### config.mk
export PLATFORM = sky130hd
export DESIGN_NAME = screen_sequencer
export DESIGN_NICKNAME = d
export VERILOG_FILES = /design/src/rtl/screen_sequencer.sv
export SDC_FILE = /design/constraint.sdc
export NUM_CORES = 1
export LEC_CHECK = 0
export ABC_AREA = 1
export CAP_MARGIN = 20
export CELL_PAD_IN_SITES_DETAIL_PLACEMENT = 1
export CELL_PAD_IN_SITES_GLOBAL_PLACEMENT = 1
export CORE_MARGIN = 4
export CORE_UTILIZATION = 32
export CTS_BUF_LIST = sky130_fd_sc_hd__clkbuf_16
export CTS_CLUSTER_SIZE = 40
export DETAILED_ROUTE_END_ITERATION = 12
export DONT_BUFFER_PORTS = 1
export HOLD_SLACK_MARGIN = 0.05
export MAX_ROUTING_LAYER = met4
export PLACE_DENSITY = 0.57
export SLEW_MARGIN = 25
export SYNTH_ARGS = -nofsm -noshare
export SYNTH_HDL_FRONTEND = slang
export SYNTH_SLANG_ARGS = --single-unit
### constraint.sdc
create_clock -name clock -period 8.6 [get_ports clock]
set_input_delay 1.72 -clock clock [delete_from_list [all_inputs] [get_ports clock]]
set_output_delay 1.72 -clock clock [all_outputs]
set_load 0.01 [all_outputs]
### src/rtl/screen_sequencer.sv
// Game-level screen sequencer: turns game events into full-screen redraw
// requests and holds further redraws until the frame drawer finishes.
module screen_sequencer #(
  parameter int MAX_LEVEL   = 4,
  parameter int START_LIVES = 3
) (
  input  logic       clock,
  input  logic       reset,
  input  logic       start_game,
  input  logic       life_lost,
  input  logic       level_complete,
  input  logic       draw_active,
  output logic       next,
  output logic [3:0] next_screen,
  output logic [2:0] level,
  output logic [1:0] lives,
  output logic       busy
);

  typedef enum logic [1:0] {S_ISSUE, S_ARM, S_WAIT, S_READY} state_t;
  typedef enum logic [1:0] {P_TITLE, P_PLAYING, P_OVER} phase_t;
  typedef enum logic [1:0] {E_NONE, E_START, E_LIFE, E_LEVEL} evt_t;

  localparam logic [2:0] MAX_LVL = 3'(MAX_LEVEL);
  localparam logic [1:0] LIVES0  = 2'(START_LIVES);

  state_t     state;
  phase_t     phase, phase_n;
  evt_t       evt, sel;
  logic [2:0] pend, legal, clr;
  logic [2:0] lvl_n;
  logic [1:0] lives_n;
  logic [3:0] lvl_m1, screen_n;

  // Effect of the selected event, applied when the redraw is issued
  always_comb begin
    lvl_n   = level;
    lives_n = lives;
    phase_n = phase;
    case (evt)
      E_START: begin
        lvl_n   = 3'd1;
        lives_n = LIVES0;
        phase_n = P_PLAYING;
      end
      E_LIFE: begin
        if (lives != 2'd0) lives_n = lives - 2'd1;
        if (lives <= 2'd1) phase_n = P_OVER;
      end
      E_LEVEL: begin
        if (level >= MAX_LVL) phase_n = P_OVER;
        else begin
          lvl_n   = level + 3'd1;
          lives_n = LIVES0;
        end
      end
      default: ;
    endcase
  end

  always_comb begin
    lvl_m1 = {1'b0, lvl_n} - 4'd1;
    case (phase_n)
      P_PLAYING: screen_n = lvl_m1 + lvl_m1 + lvl_m1 + (4'd4 - {2'b00, lives_n});
      P_OVER:    screen_n = (lives_n == 2'd0) ? 4'd13 : 4'd14;
      default:   screen_n = 4'd0;
    endcase
  end

  // Latch order {level_complete, life_lost, start_game}; start only legal outside PLAYING
  always_comb begin
    legal = (phase == P_PLAYING) ? {pend[2], pend[1], 1'b0} : {2'b00, pend[0]};
    sel   = E_NONE;
    clr   = pend & ~legal;
    if (legal[0])      begin sel = E_START; clr[0] = 1'b1; end
    else if (legal[1]) begin sel = E_LIFE;  clr[1] = 1'b1; end
    else if (legal[2]) begin sel = E_LEVEL; clr[2] = 1'b1; end
  end

  always_ff @(posedge clock) begin
    if (reset) begin
      state       <= S_ISSUE;
      phase       <= P_TITLE;
      evt         <= E_NONE;
      pend        <= 3'b000;
      next        <= 1'b0;
      next_screen <= 4'd0;
      level       <= 3'd1;
      lives       <= LIVES0;
      busy        <= 1'b0;
    end else begin
      next <= 1'b0;
      if (state == S_READY)
        pend <= (pend & ~clr) | {level_complete, life_lost, start_game};
      else
        pend <= pend | {level_complete, life_lost, start_game};
      case (state)
        S_ISSUE: begin
          next        <= 1'b1;
          next_screen <= screen_n;
          level       <= lvl_n;
          lives       <= lives_n;
          phase       <= phase_n;
          busy        <= 1'b1;
          evt         <= E_NONE;
          state       <= S_ARM;
        end
        S_ARM: state <= S_WAIT;
        S_WAIT: begin
          if (!draw_active) begin
            busy  <= 1'b0;
            state <= S_READY;
          end
        end
        default: begin
          evt <= sel;
          if (sel != E_NONE) state <= S_ISSUE;
        end
      endcase
    end
  end

endmodule
# Word level (Yosys, flattened, before mapping)
# Index checks and enable logic that the tools add are counted.
word_totals:
  register_bits: 20
  in_bits: 6
  out_inout_bits: 11
  elab_cells: 70
op_classes:
  addsub: 7
  magnitude_cmp: 2
  n_eq_ne: 10
  n_mux: 27
  bitwise_logic: 6
  n_reduce_logical: 9
op_table:
  columns: ["cell", "count"]
  rows:
  - ["$mux 2", 11]
  - ["$pmux 2 s3", 3]
  - ["$add 4x4->4", 3]
  - ["$eq 2x2->1 const B", 5]
  - ["$mux 3", 3]
  - ["$eq 2x1->1 const B", 4]
  - ["$pmux 4 s2", 1]
  - ["$and 3x3->3", 2]
  - ["$mux 1", 6]
  - ["$not 3->3", 2]
  - ["$or 3x3->3", 2]
  - ["$pmux 3 s2", 1]
  - ["$reduce_bool 2->1", 3]
  - ["$logic_not 2->1", 2]
  - ["$pmux 2 s2", 1]
  - ["$reduce_and 2->1", 2]
  - ["$reduce_bool 4->1", 1]
  - ["$sub 3x1->4 const B", 1]
  - ["$sub 3x2->4 const A", 1]
  - ["$add 3x1->3 const B", 1]
  - ["$ge 3x3->1 const B", 1]
  - ["$le 2x1->1 const B", 1]
  - ["$ne 2x2->1 const B", 1]
  - ["$pmux 1 s2", 1]
  - ["other kinds (2)", 2]

# Logic depth before layout (Yosys ltp)
logic_depth:
  word_depth: 11
  ltp_mapped: 22
  ltp_nobuf: 22

# Least setup slack after synthesis
# Ideal clock, no wire load.
synth_path:
  path_type: "register -> register"
  from: "reg level[0]"
  to: "reg next_screen[3]"
  setup_ns: 0.131
  arrival_ns: 2.726
  t_required_ns: 8.469
  setup_slack_ns: 5.744
  path_stages_with_launch: 20
  path_buffers: 0
  period_less_slack_ns: 2.856
  cell_sequence: "dfxtp_1 > inv_1 > ha_1 > inv_1 > nand2_1 > nand2_2 > nand2_2 > nand2_4 > ha_1 > xnor2_1 > fa_1 > ha_1 > xnor2_1 > nand2_1 > nand2_1 > nand3_1 > nand3_1 > nand2_1 > nand2_1 > a21oi_2"
synth_between:
  elab_chain_len: 8
  word_cells_on_any_way: 16
  cone_classes: "add/sub (6); order compare (1); eq/ne (2); mux (7)"
synth_lines:
  columns: ["item", "line", "rtl"]
  rows:
  - ["start: declaration", "15", "output logic [2:0] level,"]
  - ["start signal: assignment", "101", "level <= lvl_n;"]
  - ["$add 3x1->3 or $ge 3x3->1 (tied branches)", "53, 51", null]
  - ["$mux 3", "51", "if (level >= MAX_LVL) phase_n = P_OVER;"]
  - ["$pmux 3 s2", "40", "case (evt)"]
  - ["$sub 3x1->4", "62", "lvl_m1 = {1'b0, lvl_n} - 4'd1;"]
  - ["$add 4x4->4 (3 in a row)", "64", "P_PLAYING: screen_n = lvl_m1 + lvl_m1 + lvl_m1 + (4'd4 - {2'b00, lives_n});"]
  - ["$pmux 4 s2 (*)", "63", "case (phase_n)"]
  - ["end signal: assignment", "100", "next_screen <= screen_n;"]
  - ["end: declaration", "14", "output logic [3:0] next_screen,"]
# Every way passes the cells marked *; elsewhere a longest branch is shown, timed or not.
# A chain may end at the register's enable or synchronous reset.

# Worst setup path in the final report
# Ends and elaborated chain as after synthesis.

==> key figures <==
Global routing
  • First-pass GRT wire length: 4980 um
  • Vias in the first global route: 1102
  • Largest net degree at the start of global routing: 19
  • Gr ovfl total: 0
  • Total GRT Usage: 12.6%
  • Initial antenna violation count: 0

Synthesis
  • Syn Area/Cell: 7.17 um^2
  • Sequential-to-total area share from yosys stat: 31.6%
  • Synth unique cells: 27
  • Post-synth EDFFs: 0
  • Most used DFF post-synth: dfxtp_1
  • Synth Register Bits: 20
  • Synth Instances: 177
  • Share of flip-flops with an asynchronous set or reset: 0%
  • Synthesized area: 1270 um^2
  • Syn nets: 196
  • Yosys warns: 0

CTS
  • Worst-Skew Late Latency: 0.25 ns
  • # resized after CTS: 0
  • H-tree depth: 1
  • Post-CTS setup buffer count: 0
  • Clock sink total: 20
  • Num CTS Buffers: 3
  • Root Buffer Master: clkbuf_16
  • # hold bufs at CTS: 0
  • Worst-path clk slew: 0.06 ns
  • Max clock buf depth: 2
  • CTS tree: built

Worst hold path
  • HP Start: pend[0]
  • Hold Crit Depth: 2
  • Worst Hold Class: reg -> reg
  • Hold worst-path end: pend[0]

Finish
  • Multi-input gate area: 739 um^2
  • Commonest cells after routing, fill and taps aside: nand2_1, inv_1, dfxtp_1, a21oi_1, ha_1
  • Layout fillers: 479
  • Commonest non-fill, non-tap cell in the layout: nand2_1
  • # diodes: 0
  • Area growth, synth to finish: 9.76%
  • Layout Nets: 197
  • Final cell count without fillers: 225
  • Share of layout cells above drive strength 1: 10.7%
  • Reg area: 400 um^2

Timing
  • Max Freq: 324 MHz
  • Hold Vio Cnt, Final: 0
  • Min cycle time layout: 3.09 ns
  • Final max-slew violation count: 0
  • Max_slew headroom: 68.2%
  • Total negative slack: 0 ns
  • Slew @ Worst Pin: 0.477 ns
  • RSZ-0062 raised after global routing: no
  • Clock Skews: 0.00399 ns
  • Final period utilization: 35.9%
  • Final Setup Violations: 0

Route
  • Drt first pass iters: 4
  • DR WL/cell: 13.0 um
  • Iter 0 DRT Violations: 23
  • Drc violations: 0
  • Via count: 1062
  • Number of vias per cell: 4.72
  • Final wirelength: 2920 um
  • Final ANT Viol Nets: 0

Pwr
  • Part of the power in the clock network: 16.4%
  • Net Switching: 285 uW
  • Combinational power share: 55.8%
  • Leakage power: 0.000669 uW
  • PwrDens: 430 nW/um^2
  • Total power: 599 uW
  • Internal power consumption: 314 uW
  • Seq pwr share: 27.8%
  • Switching share of total power: 47.5%
  • Peak VDD IR: 0.120 mV

Critical path
  • Buf/Inv on CP: 3
  • Worst endpoint required time: 8.79 ns
  • Stages on the worst setup path: 20
  • Crit-path cells: inv_1, ha_1, inv_1, nand2_1, nand2_2, nand2_2, nand2_4, ha_1, xnor2_1, fa_1, ha_1, xnor2_1, nand2_1, nand2_1, inv_1, nand2_1, nand3_1, nand2_1, nand2_1, a21oi_2
  • CP max FO: 5
  • Setup CP Type: reg -> reg
  • R2R cell count: 20
  • Critical Path Start Type: flop
  • Largest delay share family, worst path: adder cells
  • CP Capture Type: flop
  • Reg2reg setup slack: 5.51 ns
  • Worst r2r src: level[0]
  • Reg2reg end: next_screen[3]
  • Worst path slowest cell: dfxtp_1
  • Largest stage delay on the critical path: 0.46 ns
  • Crit path DAT: 3.28 ns
  • Crit path top cell by count: nand2_1

Place
  • GP Congestion: 0.804
  • DP Cell Count: 221
  • Post-DP HPWL: 2350 um
  • I/O Buffers: 0

Floorplan
  • IO Pins: 17
  • Die Ht: 71.0 um
  • Initial Util: 33.9%
  • Horiz. Die Dim: 71.0 um
  • Die area: 5040 um^2
  • Core area: 3740 um^2
  • Rows: 22

Run status
  • Status: completed

Flow run
  • Max-cap violations: 0
cell usage after synthesis (3+ instances only):
master	count	share of area [%]
xor2_1	3	2.1
nor2_1	9	2.7
nand2_1	43	13
nand2_4	3	2.7
clkbuf_1	4	1.2
nand2_2	5	2.5
ha_1	12	12
o21ai_0	7	2.8
o21ai_1	4	1.6
dfxtp_1	20	32
inv_1	27	8.0
a21oi_1	18	7.1
nand3_1	5	2.0
metal layers:
| layer | global-route usage (%) | part of all wire, % | vias up |
|---|---|---|---|
| met5 | - | 0 | - |
| met4 | 3.13 | 0.62 | 0 |
| met3 | 2.27 | 3.2 | 2 |
| met2 | 21.5 | 48 | 13 |
| met1 | 15.4 | 48 | 492 |
| li1 | - | - | 555 |
worst max path at each step:
stage / endpoint / slack, ns / startpoint
2_1_floorplan: next_screen[3] / 5.74 / level[0]
3_3_place_gp: next_screen[3] / 5.56 / level[0]
3_5_place_dp: next_screen[3] / 5.46 / level[0]
4_1_cts: next_screen[3] / 5.44 / level[0]
5_1_grt: next_screen[3] / 5.16 / level[0]
6_report: next_screen[3] / 5.51 / level[0]
worst register-to-register path, stage by stage (launching register included):
cell,delay (ns)
dfxtp_1,0.46
inv_1,0.11
ha_1,0.29
inv_1,0.04
nand2_1,0.06
nand2_2,0.05
nand2_2,0.08
nand2_4,0.06
ha_1,0.24
xnor2_1,0.23
fa_1,0.46
ha_1,0.24
xnor2_1,0.17
nand2_1,0.07
nand2_1,0.08
inv_1,0.04
nand2_1,0.05
nand3_1,0.06
nand2_1,0.06
nand2_1,0.06
a21oi_2,0.11
power by group through the flow:
stage | clock, uW | sequential [uW] | combinational [uW]
after global routing | 105 | 172 | 395
final | 98.1 | 167 | 334
after global placement | 0 | 168 | 329
after CTS | 100 | 169 | 345
after floorplan | 0 | 160 | 274
after detailed placement | 0 | 170 | 343
cell type report:
cell class	instances	area share, %
multi-input cells	123	53.1
inverters	30	8.18
flip-flops and latches	20	28.8
well taps	48	4.31
clock buffers	3	5.39
clock inverters	1	0.270
registers in the layout, summed over array words and instances (netlist names), 2 cells and up:
signal	cells
evt	2
level	3
lives	2
next_screen	4
pend	3
phase	2
state	2
cells by family (layout without fill, tap and decap cells):
logic type | Yosys count | count (layout) | share of synthesized area (%)
AND/OR/NAND/NOR | 70 | 70 | 25.4
AO/OA/AOI/OAI | 35 | 35 | 16.0
buffers and inverters | 34 | 34 | 10.2
flip-flops | 20 | 20 | 31.6
adder cells (fa/ha/maj) | 13 | 13 | 13.4
XOR/XNOR | 5 | 5 | 3.45
through the flow:
stage / utilization, % / worst slack, ns / hold WS, ns / area [um^2]
floorplan: - / 5.74 / 0.456 / 1270
global placement: 35.1 / 5.56 / 0.472 / 1310
detailed placement: 35.1 / 5.46 / 0.484 / 1310
CTS: 37.2 / 5.44 / 0.498 / 1390
global route: 37.2 / 5.16 / 0.522 / 1390
finish: 37.2 / 5.51 / 0.493 / 1390
Power figures use the tool's default switching activity.
